[src/rtl/hpm_counter_bank_pkg.sv]
// Shared constants for the programmable performance-counter bank.
// Holds CSR base addresses, mhpmevent flag bit positions (in the 64-bit
// view; XLEN=32 sees bits 63:60 as mhpmeventh[31:28]), privilege encodings,
// the per-counter write-strobe payload and a CSR address match helper.
package hpm_counter_bank_pkg;

  localparam logic [11:0] MHPMCOUNTER_BASE  = 12'hB03;
  localparam logic [11:0] MHPMCOUNTERH_BASE = 12'hB83;
  localparam logic [11:0] MHPMEVENT_BASE    = 12'h323;
  localparam logic [11:0] MHPMEVENTH_BASE   = 12'h723;
  localparam logic [11:0] HPMCOUNTER_BASE   = 12'hC03;
  localparam logic [11:0] HPMCOUNTERH_BASE  = 12'hC83;

  localparam int unsigned OF_BIT   = 63;
  localparam int unsigned MINH_BIT = 62;
  localparam int unsigned SINH_BIT = 61;
  localparam int unsigned UINH_BIT = 60;

  localparam logic [1:0] PRIV_M = 2'd3;
  localparam logic [1:0] PRIV_S = 2'd1;
  localparam logic [1:0] PRIV_U = 2'd0;

  // Write strobes steered to one counter slice
  typedef struct packed {
    logic cntLo;
    logic cntHi;
    logic evtLo;
    logic evtHi;
  } hpmWrite_t;

  // True when adr addresses entry idx of the register array starting at base
  function automatic logic csrMatch(input logic [11:0] adr, input logic [11:0] base,
                                    input int unsigned idx);
    return adr == (base + 12'(idx));
  endfunction

endpackage

[src/rtl/hpm_counter_slice.sv]
// One programmable performance counter with its mhpmevent register.
// Optional feature macro: HPM_MODE_FILTER_EN (MINH/SINH/UINH privilege filter).
// Ports:
//   clk, reset        clock, synchronous active-high reset
//   eventVec          event strobes; selector value k+1 picks bit k
//   privilegeMode     current privilege mode (used only with the mode filter)
//   inhibit           mcountinhibit bit for this counter
//   wr                write strobes for counter lo/hi and event lo/hi
//   writeVal          CSR write data
//   cntView           counter zero-extended to 64 bits
//   evtView           mhpmevent in its 64-bit layout
//   ovfEvent_c        increment wrapped the counter this cycle
module hpm_counter_slice
  import hpm_counter_bank_pkg::*;
#(
  parameter int unsigned XLEN       = 64,
  parameter int unsigned NUM_EVENTS = 32,
  parameter int unsigned EVSEL_W    = 8,
  parameter int unsigned CNT_W      = 64
) (
  input  logic                  clk,
  input  logic                  reset,
  input  logic [NUM_EVENTS-1:0] eventVec,
  input  logic [1:0]            privilegeMode,
  input  logic                  inhibit,
  input  hpmWrite_t             wr,
  input  logic [XLEN-1:0]       writeVal,
  output logic [63:0]           cntView,
  output logic [63:0]           evtView,
  output logic                  ovfEvent_c
);

  logic [CNT_W-1:0]   cnt;
  logic [CNT_W-1:0]   cntInc;
  logic [EVSEL_W-1:0] sel;
  logic               ofBit;
  logic               minh;
  logic               sinh;
  logic               uinh;
  logic               evtHit;
  logic               modeBlock;
  logic               incEn;
  logic               cntWritten;
  logic [63:0]        cntMerge;
  logic [63:0]        evtMerge;
  logic               unusedEvtBits;

  // Event select: selector k+1 picks bit k, anything else counts nothing
  always_comb begin
    evtHit = 1'b0;
    for (int k = 0; k < int'(NUM_EVENTS); k++) begin
      if (32'(sel) == 32'(k + 1)) evtHit = eventVec[k];
    end
  end

`ifdef HPM_MODE_FILTER_EN
  // Mode inhibit bits, written from the merged event write value
  always_ff @(posedge clk) begin
    if (reset) begin
      minh <= 1'b0;
      sinh <= 1'b0;
      uinh <= 1'b0;
    end else begin
      minh <= evtMerge[MINH_BIT];
      sinh <= evtMerge[SINH_BIT];
      uinh <= evtMerge[UINH_BIT];
    end
  end

  assign modeBlock = (minh && (privilegeMode == PRIV_M)) ||
                     (sinh && (privilegeMode == PRIV_S)) ||
                     (uinh && (privilegeMode == PRIV_U));
`else
  logic unusedPriv;
  assign unusedPriv = ^privilegeMode;
  assign minh       = 1'b0;
  assign sinh       = 1'b0;
  assign uinh       = 1'b0;
  assign modeBlock  = 1'b0;
`endif

  assign incEn      = evtHit && !inhibit && !modeBlock;
  assign cntInc     = cnt + CNT_W'(1);
  assign cntWritten = wr.cntLo || wr.cntHi;
  // A CSR write to either half suppresses overflow reporting
  assign ovfEvent_c = incEn && (cnt == '1) && !cntWritten;

  // Counter write merge: written half replaces the advanced value's half
  always_comb begin
    cntMerge = 64'(incEn ? cntInc : cnt);
    if (wr.cntLo) cntMerge[XLEN-1:0] = writeVal;
    if (wr.cntHi) cntMerge[63:32]    = writeVal[31:0];
  end

  // Event write merge on top of the current state with any new overflow,
  // so a write that covers OF overrides a same-cycle overflow
  always_comb begin
    evtMerge                = '0;
    evtMerge[EVSEL_W-1:0]   = sel;
    evtMerge[OF_BIT]        = ofBit || ovfEvent_c;
    evtMerge[MINH_BIT]      = minh;
    evtMerge[SINH_BIT]      = sinh;
    evtMerge[UINH_BIT]      = uinh;
    if (wr.evtLo) evtMerge[XLEN-1:0] = writeVal;
    if (wr.evtHi) evtMerge[63:32]    = writeVal[31:0];
  end

  assign unusedEvtBits = ^evtMerge;

  // Counter, selector and overflow state
  always_ff @(posedge clk) begin
    if (reset) begin
      cnt   <= '0;
      sel   <= '0;
      ofBit <= 1'b0;
    end else begin
      cnt   <= CNT_W'(cntMerge);
      sel   <= evtMerge[EVSEL_W-1:0];
      ofBit <= evtMerge[OF_BIT];
    end
  end

  // Read views in the 64-bit register layout
  always_comb begin
    cntView               = 64'(cnt);
    evtView               = '0;
    evtView[EVSEL_W-1:0]  = sel;
    evtView[OF_BIT]       = ofBit;
    evtView[MINH_BIT]     = minh;
    evtView[SINH_BIT]     = sinh;
    evtView[UINH_BIT]     = uinh;
  end

endmodule

[src/rtl/hpm_counter_bank.sv]
// Bank of NUM_CNT programmable performance counters (mhpmcounter3 upward)
// with per-counter event select, sticky overflow and an overflow interrupt.
// Optional feature macro: HPM_MODE_FILTER_EN (handled inside each slice).
// Ports:
//   clk, reset          clock, synchronous active-high reset
//   EventVecM           one-cycle event strobes
//   PrivilegeModeW      current privilege mode
//   MCOUNTINHIBIT_REGW  bit j+3 inhibits counter j
//   CSRMWriteM          machine CSR write strobe
//   CSRAdrM             CSR address
//   CSRWriteValM        CSR write data
//   ClearLcofM          clears the overflow-pending flag
//   CSRHitM             address hits this bank (combinational)
//   CSRReadValM         read data, 0 on miss (combinational)
//   LcofPendM           local counter-overflow interrupt pending
module hpm_counter_bank
  import hpm_counter_bank_pkg::*;
#(
  parameter int unsigned XLEN       = 64,
  parameter int unsigned NUM_CNT    = 8,
  parameter int unsigned NUM_EVENTS = 32,
  parameter int unsigned EVSEL_W    = 8,
  parameter int unsigned CNT_W      = 64
) (
  input  logic                  clk,
  input  logic                  reset,
  input  logic [NUM_EVENTS-1:0] EventVecM,
  input  logic [1:0]            PrivilegeModeW,
  input  logic [31:0]           MCOUNTINHIBIT_REGW,
  input  logic                  CSRMWriteM,
  input  logic [11:0]           CSRAdrM,
  input  logic [XLEN-1:0]       CSRWriteValM,
  input  logic                  ClearLcofM,
  output logic                  CSRHitM,
  output logic [XLEN-1:0]       CSRReadValM,
  output logic                  LcofPendM
);

  localparam bit HAS_HI = (XLEN == 32);

  logic [NUM_CNT-1:0] ovf;
  logic [NUM_CNT-1:0] hitVec;
  logic [XLEN-1:0]    readVec [NUM_CNT];
  logic               unusedInhibit;

  assign unusedInhibit = ^MCOUNTINHIBIT_REGW;

  for (genvar j = 0; j < int'(NUM_CNT); j++) begin : gSlice
    logic        aCnt;
    logic        aCntH;
    logic        aEvt;
    logic        aEvtH;
    logic        aUsr;
    logic        aUsrH;
    hpmWrite_t   wr;
    logic [63:0] cntView;
    logic [63:0] evtView;

    // Address decode for counter j; user shadows are read-only
    assign aCnt  = csrMatch(CSRAdrM, MHPMCOUNTER_BASE, j);
    assign aEvt  = csrMatch(CSRAdrM, MHPMEVENT_BASE, j);
    assign aUsr  = csrMatch(CSRAdrM, HPMCOUNTER_BASE, j);
    assign aCntH = HAS_HI && csrMatch(CSRAdrM, MHPMCOUNTERH_BASE, j);
    assign aEvtH = HAS_HI && csrMatch(CSRAdrM, MHPMEVENTH_BASE, j);
    assign aUsrH = HAS_HI && csrMatch(CSRAdrM, HPMCOUNTERH_BASE, j);

    assign wr.cntLo = CSRMWriteM && aCnt;
    assign wr.cntHi = CSRMWriteM && aCntH;
    assign wr.evtLo = CSRMWriteM && aEvt;
    assign wr.evtHi = CSRMWriteM && aEvtH;

    assign hitVec[j] = aCnt || aCntH || aEvt || aEvtH || aUsr || aUsrH;

    assign readVec[j] = ({XLEN{aCnt || aUsr}}   & cntView[XLEN-1:0])
                      | ({XLEN{aCntH || aUsrH}} & XLEN'(cntView[63:32]))
                      | ({XLEN{aEvt}}           & evtView[XLEN-1:0])
                      | ({XLEN{aEvtH}}          & XLEN'(evtView[63:32]));

    hpm_counter_slice #(
      .XLEN       (XLEN),
      .NUM_EVENTS (NUM_EVENTS),
      .EVSEL_W    (EVSEL_W),
      .CNT_W      (CNT_W)
    ) uSlice (
      .clk           (clk),
      .reset         (reset),
      .eventVec      (EventVecM),
      .privilegeMode (PrivilegeModeW),
      .inhibit       (MCOUNTINHIBIT_REGW[j+3]),
      .wr            (wr),
      .writeVal      (CSRWriteValM),
      .cntView       (cntView),
      .evtView       (evtView),
      .ovfEvent_c    (ovf[j])
    );
  end

  // Read mux: only the hit slice contributes non-zero data
  always_comb begin
    CSRReadValM = '0;
    for (int j = 0; j < int'(NUM_CNT); j++) begin
      CSRReadValM = CSRReadValM | readVec[j];
    end
  end

  assign CSRHitM = |hitVec;

  // Overflow interrupt pending; a new overflow beats a same-cycle clear
  always_ff @(posedge clk) begin
    if (reset)           LcofPendM <= 1'b0;
    else if (|ovf)       LcofPendM <= 1'b1;
    else if (ClearLcofM) LcofPendM <= 1'b0;
  end

endmodule
[config.mk]
export PLATFORM = sky130hd
export DESIGN_NAME = hpm_counter_bank
export DESIGN_NICKNAME = d
export VERILOG_FILES = /design/src/rtl/hpm_counter_bank_pkg.sv /design/src/rtl/hpm_counter_slice.sv /design/src/rtl/hpm_counter_bank.sv
export SDC_FILE = /design/constraint.sdc
export NUM_CORES = 2
export LEC_CHECK = 0
export ABC_AREA = 0
export ABC_CLOCK_PERIOD_IN_PS = 4400
export CORE_MARGIN = 2
export CORE_UTILIZATION = 42
export CTS_CLUSTER_DIAMETER = 30
export DETAILED_ROUTE_END_ITERATION = 12
export PLACE_DENSITY = 0.69
export RECOVER_POWER = 100
export SETUP_SLACK_MARGIN = 0.02
export SLEW_MARGIN = 20
export SYNTH_ARGS = -nofsm -noshare
export SYNTH_HDL_FRONTEND = slang
export SYNTH_SLANG_ARGS = --single-unit
[constraint.sdc]
create_clock -name clk -period 4.4 [get_ports clk]
set_input_delay 0.88 -clock clk [delete_from_list [all_inputs] [get_ports clk]]
set_output_delay 0.88 -clock clk [all_outputs]
set_load 0.03 [all_outputs]
==> results.sh <==
export IMPL_status="complete, but fails checks"
export IMPL_violations="setup timing"
export IMPL_die_area_um2=93800
export IMPL_synth_area_um2=38370
export IMPL_clockBufferDepth=3
export IMPL_clock_skew_ns=0.02723
export IMPL_clkLatencyLatePin_ns=0.74
export IMPL_dieWidth_um=306.3
export IMPL_multi_input_area_um2=24600
export IMPL_portBuffers=185
export IMPL_synth_seq_area_share=0.3052
export IMPL_gr_usage_met1=0.4972
export IMPL_rows=110
export IMPL_grt_pass1_wl_um=255100
export IMPL_place_area_um2=43630
export IMPL_grt_antenna_before_repair=10
export IMPL_root_buffer="clkbuf_16"
export IMPL_slew_viol_final=0
export IMPL_ys_types=87
export IMPL_powerDensity_nw_per_um2=344.3
export IMPL_hold_start="gSlice[7].uSlice.sel[6]"
export IMPL_regArea_um2=11710
export IMPL_reg2reg_slack_ns=-0.07
export IMPL_setup_tns_ns=-0.1232
export IMPL_cts_htree_levels=4
export IMPL_wl_per_cell_um=26.80
export IMPL_drive_gt1_frac=0.1139
export IMPL_cap_violations=0
export IMPL_post_dp_hpwl_um=125500
export IMPL_gp_congestion=1.011
export IMPL_endpoint_kind="register"
export IMPL_synth_top_area_frac=0.3052
export IMPL_numClockSinks=585
export IMPL_wl_um=174800
export IMPL_reg2regPathDepth=9
export IMPL_numCtsBuffers=138
export IMPL_worst_slew_pin_slew_ns=1.242
export IMPL_initial_utilization=0.4250
export IMPL_syn_instance_count=5087
export IMPL_setup_ws_ns=-0.06852
export IMPL_area_growth_pct=24.84
export IMPL_crit_path_max_fanout=10
export IMPL_ant_nets=0
export IMPL_drtIter0Drc=7016
export IMPL_syn_nets=5241
export IMPL_grt_max_degree=128
export IMPL_preCtsSetupSlack_ns=-0.08876
export IMPL_path_clk_slew_ns=0.05
export IMPL_syn_avg_cell_area_um2=7.543
export IMPL_arrival_ns=5.10
export IMPL_hold_buffers=0
export IMPL_fin_area_um2=47900
export IMPL_vias=44090
export IMPL_fmax_mhz=223.8
export IMPL_r2r_start="gSlice[7].uSlice.cntView[6]"
export IMPL_gr_max_usage_layer="met1"
export IMPL_grtUsageTotal=0.3568
export IMPL_cts_tree="yes"
export IMPL_num_fill_cells=8396
export IMPL_nNetsFinal=5385
export IMPL_yosysWarnings=0
export IMPL_path_class="register to register"
export IMPL_route_detailed_drc=0
export IMPL_holdPathEnd="gSlice[7].uSlice.sel[6]"
export IMPL_period_minus_slack_ns=4.469
export IMPL_synth_edf_count=0
export IMPL_finalSetupViolCount=3
export IMPL_grtUsageMet3=0.1029
export IMPL_startpoint_type="register"
export IMPL_min_path_type="register to register"
export IMPL_fin_util=0.5306
export IMPL_met2_usage=0.4958
export IMPL_slowest_delay_ns=0.99
export IMPL_rsz0062_at_grt="no"
export IMPL_fin_crit_sh=1.016
export IMPL_coreArea_um2=90290
export IMPL_avgViaCountPerCell=6.759
export IMPL_ys_ff_latch=585
export IMPL_io_pins=212
export IMPL_grt_overflow_total=0
export IMPL_path_cells="and3_1 > and4_1 > nand4_1 > nor3_1 > nand3_1 > clkbuf_1 > or4_1 > or3_1 > a311oi_1"
export IMPL_async_flop_share=0
export IMPL_die_h_um=306.3
export IMPL_p_leak_uw=0.01564
export IMPL_hold_ws_ns=0.4776
export IMPL_r2r_end="gSlice[7].uSlice.cntView[59]"
export IMPL_crit_required_ns=5.03
export IMPL_synth_top_cell_by_area="dfxtp_1"
export IMPL_slew_headroom=0.1655
export IMPL_crit_path_top_delay_cell="nor3_1"
export IMPL_synth_main_ff_cell="dfxtp_1"
export IMPL_synth_area_leaders="dfxtp_1 31%, a211oi_1 6.5%, nor2_1 6.3%"
export IMPL_hold_viol_final=0
export IMPL_peakVddDrop_uv=354.1
export IMPL_grt_pass1_vias=39250
export IMPL_holdPathStages=2
export IMPL_firstDrtPassIters=10
-- layer usage --
layer,vias up,wire [um],part of all wire
met5,-,27,0.00015
met4,4,9757,0.056
met3,578,25790,0.15
met2,3229,70350,0.40
met1,20820,68910,0.39
li1,19460,-,-
-- cell families after synthesis --
group,Yosys count,share of synthesized area
and+or+nand+nor,2223,0.2950
AOI/OAI and AO/OA,1304,0.2472
DFF,585,0.3052
buffers and inverters,582,0.05804
xor gates and xnor gates,317,0.07236
muxes,68,0.01963
adders and majority gates,8,0.002609
-- layout by cell type (no fill, tap or decap), drive strengths merged, types with 46 or more instances in the layout --
master	count
a211oi	332
a21oi	142
a221oi	52
a22o	49
a22oi	209
a311oi	160
and3	117
and4	61
buf	272
clkbuf	275
clkdlybuf4s50	114
dfxtp	585
inv	115
mux2i	46
nand2	350
nand3	283
nand4	229
nor2	645
nor3	122
o21ai	160
or3	137
xnor2	129
xor2	188
-- report_power, final --
group | leakage (uW) | internal, uW | switching [uW]
registers | 0.00471 | 5320 | 6.73
clock network | 0.00234 | 7170 | 3410
logic | 0.00859 | 187 | 398
-- critical path: cells and delay by family, from the launching register on --
kind            cells  cell delay [ns]
simple gates        7             3.25
buf+inv             1             0.37
compound gates      1             0.29
flops               1             0.44
-- per-stage QoR --
step	std cells	total power, uW
floorplan	5087	5648
global placement	6263	5986
detailed placement	6263	5982
CTS	6511	16480
global route	6521	16790
finish	6523	16490
-- Yosys cell counts, drive strengths merged (44+ instances only) --
master,n
and4,61
or3,137
a221oi,52
a311oi,160
nor3,122
inv,106
dfxtp,585
o21ai,160
a22oi,209
nor2,645
nand4,229
and3,117
buf,96
clkbuf,380
mux2i,46
xor2,188
a211oi,332
xnor2,129
a21oi,142
nand2,350
a22o,49
o31ai,44
nand3,283
-- repair_timing --
action                     CTS  global route
resized for setup            0             3
setup endpoints to repair    0             6
buffers inserted             0             3
-- registers in the layout (all words and copies together) (netlist names) --
register and flops:
gSlice.uSlice.sel 64, gSlice.uSlice.cntView 512, gSlice.uSlice.ofBit 8, LcofPendM 1
-- final cells by class --
cell class / instances / area share
Multi-Input combinational cell: 3920 / 0.5136
Sequential cell: 585 / 0.2445
Timing Repair Buffer: 480 / 0.1025
Clock buffer: 186 / 0.08196
Tap cell: 1176 / 0.03072
Clock inverter: 62 / 0.01800
Inverter: 106 / 0.008306
Antenna cell: 8 / 0.0004179
-- worst max path at each step --
stage	startpoint	to	slack [ns]	cells after the start
CTS	CSRAdrM[4]	CSRReadValM[49]	0.07	11
global placement	EventVecM[26]	LcofPendM	-0.11	14
detailed placement	EventVecM[26]	LcofPendM	-0.09	14
global route	CSRAdrM[4]	CSRReadValM[28]	0.01	10
finish	gSlice[7].uSlice.cntView[6]	gSlice[7].uSlice.cntView[59]	-0.07	9
floorplan	CSRAdrM[4]	CSRReadValM[54]	0.28	8
No activity file was read; power rests on OpenSTA's default activity.
